<file path="src/rtl/bus_arbiter.sv">
// rtl/bus_arbiter.sv - two-master round-robin arbiter onto a single slave bus with timeout completion
module bus_arbiter #(
    parameter int TIMEOUT = 255
) (
    input  logic        clk,
    input  logic        rst,
    input  logic        m0_rd,
    input  logic        m0_wr,
    input  logic [31:0] m0_addr,
    input  logic [3:0]  m0_wrmask,
    input  logic [31:0] m0_wdata,
    input  logic        m1_rd,
    input  logic        m1_wr,
    input  logic [31:0] m1_addr,
    input  logic [3:0]  m1_wrmask,
    input  logic [31:0] m1_wdata,
    output logic        m0_rd_valid,
    output logic        m0_wr_valid,
    output logic [31:0] m0_rdata,
    output logic        m0_err,
    output logic        m1_rd_valid,
    output logic        m1_wr_valid,
    output logic [31:0] m1_rdata,
    output logic        m1_err,
    output logic        s_rd,
    output logic        s_wr,
    output logic [31:0] s_addr,
    output logic [3:0]  s_wrmask,
    output logic [31:0] s_wdata,
    input  logic        s_rd_valid,
    input  logic        s_wr_valid,
    input  logic [31:0] s_rdata
);

    typedef enum logic {IDLE = 1'b0, BUSY = 1'b1} state_t;

    localparam logic [15:0] CNT_LAST = 16'(TIMEOUT - 1);

    state_t      state_q, state_d;
    logic        gnt_q, gnt_d;
    logic        last_q, last_d;
    logic [15:0] cnt_q, cnt_d;

    logic        req0, req1;
    logic        g_rd, g_wr;
    logic [31:0] g_addr, g_wdata;
    logic [3:0]  g_wrmask;
    logic        cmp_rd_v, cmp_wr_v, cmp_err;
    logic [31:0] cmp_rdata;

    assign req0     = m0_rd | m0_wr;
    assign req1     = m1_rd | m1_wr;
    assign g_rd     = gnt_q ? m1_rd     : m0_rd;
    assign g_wr     = gnt_q ? m1_wr     : m0_wr;
    assign g_addr   = gnt_q ? m1_addr   : m0_addr;
    assign g_wrmask = gnt_q ? m1_wrmask : m0_wrmask;
    assign g_wdata  = gnt_q ? m1_wdata  : m0_wdata;

    always_comb begin
        state_d   = state_q;
        gnt_d     = gnt_q;
        last_d    = last_q;
        cnt_d     = cnt_q;
        s_rd      = 1'b0;
        s_wr      = 1'b0;
        s_addr    = 32'h0;
        s_wrmask  = 4'h0;
        s_wdata   = 32'h0;
        cmp_rd_v  = 1'b0;
        cmp_wr_v  = 1'b0;
        cmp_err   = 1'b0;
        cmp_rdata = 32'h0;
        case (state_q)
            IDLE: begin
                cnt_d = 16'h0;
                if (req0 || req1) begin
                    // On a tie the master that did not win last time gets the bus
                    gnt_d   = (req0 && req1) ? ~last_q : req1;
                    last_d  = gnt_d;
                    state_d = BUSY;
                end
            end
            BUSY: begin
                s_wr     = g_wr;
                s_rd     = g_rd & ~g_wr;
                s_addr   = g_addr;
                s_wrmask = g_wrmask;
                s_wdata  = g_wdata;
                if (!(g_rd || g_wr)) begin
                    state_d = IDLE;
                end else if (s_rd_valid || s_wr_valid) begin
                    cmp_rd_v  = s_rd_valid;
                    cmp_wr_v  = s_wr_valid;
                    cmp_rdata = s_rdata;
                    state_d   = IDLE;
                end else if (cnt_q == CNT_LAST) begin
                    cmp_err  = 1'b1;
                    cmp_rd_v = ~g_wr;
                    cmp_wr_v = g_wr;
                    state_d  = IDLE;
                end else begin
                    cmp_rdata = s_rdata;
                    if (cnt_q != 16'hFFFF) begin
                        cnt_d = cnt_q + 16'd1;
                    end
                end
            end
            default: state_d = IDLE;
        endcase
    end

    always_ff @(posedge clk or posedge rst) begin
        if (rst) begin
            state_q <= IDLE;
            gnt_q   <= 1'b0;
            last_q  <= 1'b1;
            cnt_q   <= 16'h0;
        end else begin
            state_q <= state_d;
            gnt_q   <= gnt_d;
            last_q  <= last_d;
            cnt_q   <= cnt_d;
        end
    end

    assign m0_rd_valid = cmp_rd_v & ~gnt_q;
    assign m0_wr_valid = cmp_wr_v & ~gnt_q;
    assign m0_err      = cmp_err  & ~gnt_q;
    assign m0_rdata    = gnt_q ? 32'h0 : cmp_rdata;
    assign m1_rd_valid = cmp_rd_v & gnt_q;
    assign m1_wr_valid = cmp_wr_v & gnt_q;
    assign m1_err      = cmp_err  & gnt_q;
    assign m1_rdata    = gnt_q ? cmp_rdata : 32'h0;

endmodule

</file>
<file path="config.mk">
export PLATFORM = sky130hd
export DESIGN_NAME = bus_arbiter
export DESIGN_NICKNAME = d
export VERILOG_FILES = /design/src/rtl/bus_arbiter.sv
export SDC_FILE = /design/constraint.sdc
export NUM_CORES = 1
export LEC_CHECK = 0
export ABC_CLOCK_PERIOD_IN_PS = 1700
export CAP_MARGIN = 25
export CORE_AREA = 2 2 122 124
export CTS_CLUSTER_SIZE = 25
export DETAILED_ROUTE_END_ITERATION = 7
export DIE_AREA = 0 0 124 126
export DONT_BUFFER_PORTS = 1
export GPL_TIMING_DRIVEN = 0
export SYNTH_ARGS = -nofsm -noshare
export SYNTH_HDL_FRONTEND = slang
export SYNTH_SLANG_ARGS = --single-unit
</file>
<file path="constraint.sdc">
create_clock -name clk -period 1.7 [get_ports clk]
set_input_delay 0.17 -clock clk [delete_from_list [all_inputs] [get_ports clk]]
set_output_delay 0.17 -clock clk [all_outputs]
set_load 0.05 [all_outputs]
</file>
; ---- Word level (Yosys, flattened, before mapping)
; Cells that the tools add are included.
[totals]
register_bits = 19
in_bits = 176
output_inout_bits = 140
word_cells = 69
[op_classes]
addsub = 1
eq_ne = 6
n_mux = 39
bitwise_logic = 13
reduce_logical = 6
[op_table]
columns = operator, n
row1 = 32-bit two-way mux, 10
row2 = 16-bit two-way mux, 4
row3 = 16-bit one-hot mux with 2 select lines, 1
row4 = 1-bit two-way mux, 21
row5 = 16-bit by 1-bit adder with 16-bit output (second input constant), 1
row6 = 16-bit by 8-bit == test with 1-bit output (second input constant), 1
row7 = 16-bit inequality test (second input constant), 1
row8 = 4-bit two-way mux, 2
row9 = 1-bit AND, 7
row10 = 2-bit by 1-bit inequality test with 1-bit output (second input constant), 2
row11 = 2-bit inequality test (second input constant), 2
row12 = 1-bit inverter, 4
row13 = 4-bit AND reduction, 1
row14 = 1-bit logical OR, 3
row15 = 1-bit OR, 2
row16 = 1-bit one-hot mux with 2 select lines, 1
row17 = 2-bit AND reduction, 1
row18 = 1-bit logical AND, 1

; ---- Logic depth before layout (Yosys ltp)
[logic_depth]
ltp_word = 7
mapped_depth = 9
mapped_depth_nobuf = 7

; ---- Least setup slack after synthesis
; Ideal clock, no wire load.
[synth_path]
path_type = flip-flop to output port
start = register gnt_q
end = output m0_rd_valid
arrival_ns = 2.367
required_time_ns = 1.530
setup_slack_ns = -0.837
stages_incl_launch_ff = 6
n_path_buf = 1
cell_sequence = dfrtp_1 -> buf_2 -> o32a_1 -> nor2_1 -> a22oi_1 -> nor2_1
[synth_between]
elab_chain_len = 7
elab_cells_between_ends = 10
cone_classes = mux: 6 / bitwise: 3 / reduce/logical: 1
[synth_rtl]
columns = item, line_no
row1 = start: declaration, 40  ; logic gnt_q, gnt_d;
row2 = start signal: assignment, 120  ; gnt_q <= gnt_d;
row3 = 1-bit two-way mux, 54  ; assign g_wr = gnt_q ? m1_wr : m0_wr;
row4 = 1-bit inverter, 98  ; cmp_rd_v = ~g_wr;
row5 = 1-bit two-way mux, 96  ; end else if (cnt_q == CNT_LAST) begin
row6 = 1-bit two-way mux, 91  ; end else if (s_rd_valid || s_wr_valid) begin
row7 = 1-bit two-way mux, 89  ; if (!(g_rd || g_wr)) begin
row8 = 1-bit two-way mux, 73  ; case (state_q)
row9 = 1-bit AND (*), 126  ; assign m0_rd_valid = cmp_rd_v & ~gnt_q;
row10 = end: declaration, 17  ; output logic m0_rd_valid,
; Every way passes the cells marked *; elsewhere a longest branch is shown, timed or not.

; ---- Worst setup path after layout
[layout_path]
start = register cnt_q[13]
end = output m1_rdata[22]
[layout_between]
elab_chain_len = 6
[layout_rtl]
columns = item, line_no
row1 = start: declaration, 42  ; logic [15:0] cnt_q, cnt_d;
row2 = start signal: assignment, 122  ; cnt_q <= cnt_d;
row3 = 16-bit by 8-bit == test with 1-bit output, 96
row4 = 32-bit two-way mux, 96
row5 = 32-bit two-way mux, 91
row6 = 32-bit two-way mux, 89
row7 = 32-bit two-way mux, 73
row8 = 32-bit two-way mux, 133  ; assign m1_rdata = gnt_q ? cmp_rdata : 32'h0;
row9 = end: declaration, 23  ; output logic [31:0] m1_rdata,
; Every way passes these cells.

==> flow_summary_export.csv <==
group,metric,value,unit
finish,fin_nets,563,
route,vias_per_cell,5.153,
logic_synthesis,synthTopCellsByArea,"mux2i_1 26%, dfrtp_1 17%, and2_1 15%, nor2_1 12%, a21oi_1 2.8%",
grt,grt_pass1_vias,3100,
worst_hold_path,hp-start,"m0_wr",
logic_synthesis,synthesis.area,0.002651,sq mm
logic_synthesis,seq_area_frac_synth,17.98,%
logic_synthesis,synth.most_common_cell,"nor2_1",
placement,io_buffers,0,
grt,grt_usage,14.99,%
worst_setup_path,timing.rr.start,"cnt_q[0]",
placement,pre_cts_ws,-0.7105,ns
grt,grt_pass1_wl,17.40,mm
sta,fin_crit,2.231,ns
worst_setup_path,cp_slowest_cell,"dfrtp_2",
sta,maxSlewViolCount,0,
worst_setup_path,crit_family,"simple AND/OR/NAND/NOR gates",
logic_synthesis,syn-num-nets,537,
worst_setup_path,max_stage_delay,0.42,ns
sta,finalCritPeriodShare,131.3,%
logic_synthesis,synth_top_area_cell,"mux2i_1",
logic_synthesis,synth_edf_count,0,
logic_synthesis,synthTopCellsByCount,"83 x nor2_1, 69 x mux2i_1, 65 x and2_1",
route,drtPass1Iterations,4,
grt,antenna_found_initial,0,
route,initialDrtViolationCount,199,
worst_setup_path,startpoint,"cnt_q[13]",
worst_setup_path,crit_type,"flop to output port",
logic_synthesis,async_flop_share,100.0,%
logic_synthesis,ys_warn_count,0,
sta,worst_pin_slew,0.7622,ns
placement,dp_hpwl,10.20,mm
floorplanning,start_util,18.52,%
finish,antenna_cells,0,
power_and_ir_drop,p_leak,1.685,nW
sta,fmax,0.4482,GHz
cts,clkSinkCount,19,
cts,cts_buffer_depth,2,
run,maxCapViolCount,0,
floorplanning,row_count,44,
floorplanning,fp.dieW,124,um
worst_setup_path,cp_data_required_time,1.53,ns
route,drcViolationCount,0,
cts,cts_tree,"done",
finish,fillers,1434,
logic_synthesis,synth_ff_type,"dfrtp_1",
floorplanning,dieArea,0.01562,sq mm
route,wirelength,12.96,mm
worst_hold_path,worstHoldPathType,"input port to flop",
cts,cts_max_level,1,
finish,fin_util,30.38,%
route,wl_per_cell,22.82,um
sta,clock_skew,0.002221,ns
sta,rsz0062_at_grt,"true",
logic_synthesis,ys_seq_elements,19,
finish,multi_input_area,0.003002,sq mm
cts,cts_root_buf,"clkbuf_16",
logic_synthesis,synth_cell_types,40,
power_and_ir_drop,vdd_drop_max,0.001110,V
run_status,violations,"setup timing",
sta,max_slew_margin,49.13,%
floorplanning,coreArea,0.01431,sq mm
power_and_ir_drop,p_per_area,2106,mW/mm^2
sta,report.final.hold_viol_count,0,
cts,clock_latency,0.25,ns
logic_synthesis,synth_top_area_share,26.05,%
finish,layout-drive-gt1-share,64.32,%
grt,grt_max_degree,20,
floorplanning,io_pins,316,
logic_synthesis,syn_inst,359,
worst_setup_path,crit_fanout,6,
sta,finalSetupViolCount,92,
worst_setup_path,crit_path_start_kind,"flop",
finish,syn2layout_area_growth,64.04,%
sta,setup_slack,-0.5313,ns
cts,cts_buffers,3,
worst_setup_path,cp.arrival,2.06,ns
logic_synthesis,syn_area_per_cell,7.385,sq um
route,vias,2927,
route,ant_nets,0,
run_status,outcome,"complete, but fails checks",
placement,gp_congestion,0.8533,
worst_setup_path,worst-path-buf-inv,3,
finish,register_area,481.7,sq um
cts,path_clk_slew,0.05,ns
floorplanning,chipHeight,126,um
worst_setup_path,crit_chain,"nor4_4 -> nand4_4 -> nor3_4 -> buf_6 -> nor3_4 -> buf_6 -> buf_8 -> and2_4",
grt,overflow,0,
worst_setup_path,endpoint_kind,"output port",
==> metrics by stage <==
step / power [mW] / setup TNS, ns / std cells / hold WS [ns] / cell area (sq um)
floorplan: 6.299 / -18.53 / 359 / 0.1204 / 2990
global placement: 6.854 / -59.94 / 543 / 0.2224 / 3221
detailed placement: 6.919 / -67.16 / 543 / 0.2449 / 3221
CTS: 8.937 / -38.63 / 567 / 0.1413 / 4228
global route: 9.519 / -49.80 / 568 / 0.1500 / 4349
finish: 9.161 / -38.14 / 568 / 0.1395 / 4349
==> layer usage <==
layer | up-vias | global-route usage, % | part of all wire, % | routed length, um
li1 | 1302 | - | - | -
met5 | - | 0 | 0 | 0
met4 | 0 | 3.966 | 2.1 | 267
met1 | 1408 | 15.54 | 33 | 4299
met2 | 207 | 29.86 | 56 | 7235
met3 | 10 | 2.853 | 8.9 | 1158
==> layout make-up <==
cell class              instances  share of cell area, %
plain buffers                  25                  7.595
clock buffers                   3                  1.726
clock inverters                 1                 0.1151
inverters                       5                 0.4891
multi-input cells             310                  69.02
flip-flops and latches         19                  11.08
well taps                     184                  5.293
repair buffers                 21                  4.689
==> sequential cells by signal, indices dropped and copies added, names as in the netlist <==
register  cells
gnt_q         1
cnt_q        16
state_q       1
last_q        1
==> final timing paths <==
kind / end / slack [ns] / cells past startpoint
worst max register to register: cnt_q[13] / -0.28 / 7
worst min register to register: last_q / 0.51 / 2
min in group asynchronous: cnt_q[5] / 0.50 / 2
max in group asynchronous: gnt_q / 0.68 / 2
worst max-delay path: m1_rdata[22] / -0.53 / 8
worst min-delay path: state_q / 0.14 / 2
==> power breakdown <==
group / internal, mW / switching (mW) / total, mW / leakage [nW]
clock: 0.315 / 0.167 / 0.482 / 0.0409
combinational: 2.34 / 5.77 / 8.11 / 1.39
sequential: 0.512 / 0.0578 / 0.570 / 0.251
==> placed cells by master (no fill, tap or decap), types with 3 or more instances in the layout <==
cell type / n
nand2_1: 7
o31ai_1: 3
dfrtp_1: 14
dfrtp_2: 4
inv_1: 4
o21ai_1: 6
a21oi_2: 5
nand3_1: 5
or3_1: 8
o31ai_2: 3
nor2_4: 74
nand4_1: 4
clkbuf_16: 4
buf_8: 7
buf_4: 12
mux2i_1: 48
and2_4: 64
clkbuf_4: 3
nor3_4: 5
buf_12: 3
clkbuf_8: 6
and3_4: 3
nor2_1: 8
mux2i_2: 21
buf_6: 12
a21oi_1: 10
or4_1: 5
==> repair_timing <==
action                                 4_1_cts  5_1_grt
pin swaps                                   77       27
setup endpoints to repair                  155      149
hold buffers                                 1        0
cloned                                       5        0
gates resized for setup                    227       35
setup buffers                               15        1
endpoints found under the hold margin       18        0
==> worst register-to-register path, stage by stage (launching register included) <==
cell     delay, ns
dfrtp_1       0.38
buf_4         0.16
ha_4          0.16
and4_1        0.18
nand4_1       0.21
nand3_4       0.15
or4_1         0.51
a21oi_1       0.15
==> cells by family after synthesis <==
group | after synthesis | synth area share (%)
XOR/XNOR | 2 | 0.6608
buffers and inverters | 31 | 5.474
AND/OR/NAND/NOR | 201 | 41.10
adder cells (fa/ha/maj) | 2 | 0.9437
multiplexers | 69 | 26.05
AO/OA/AOI/OAI | 35 | 7.786
flip-flops | 19 | 17.98
(Power assumes the default switching activity.)
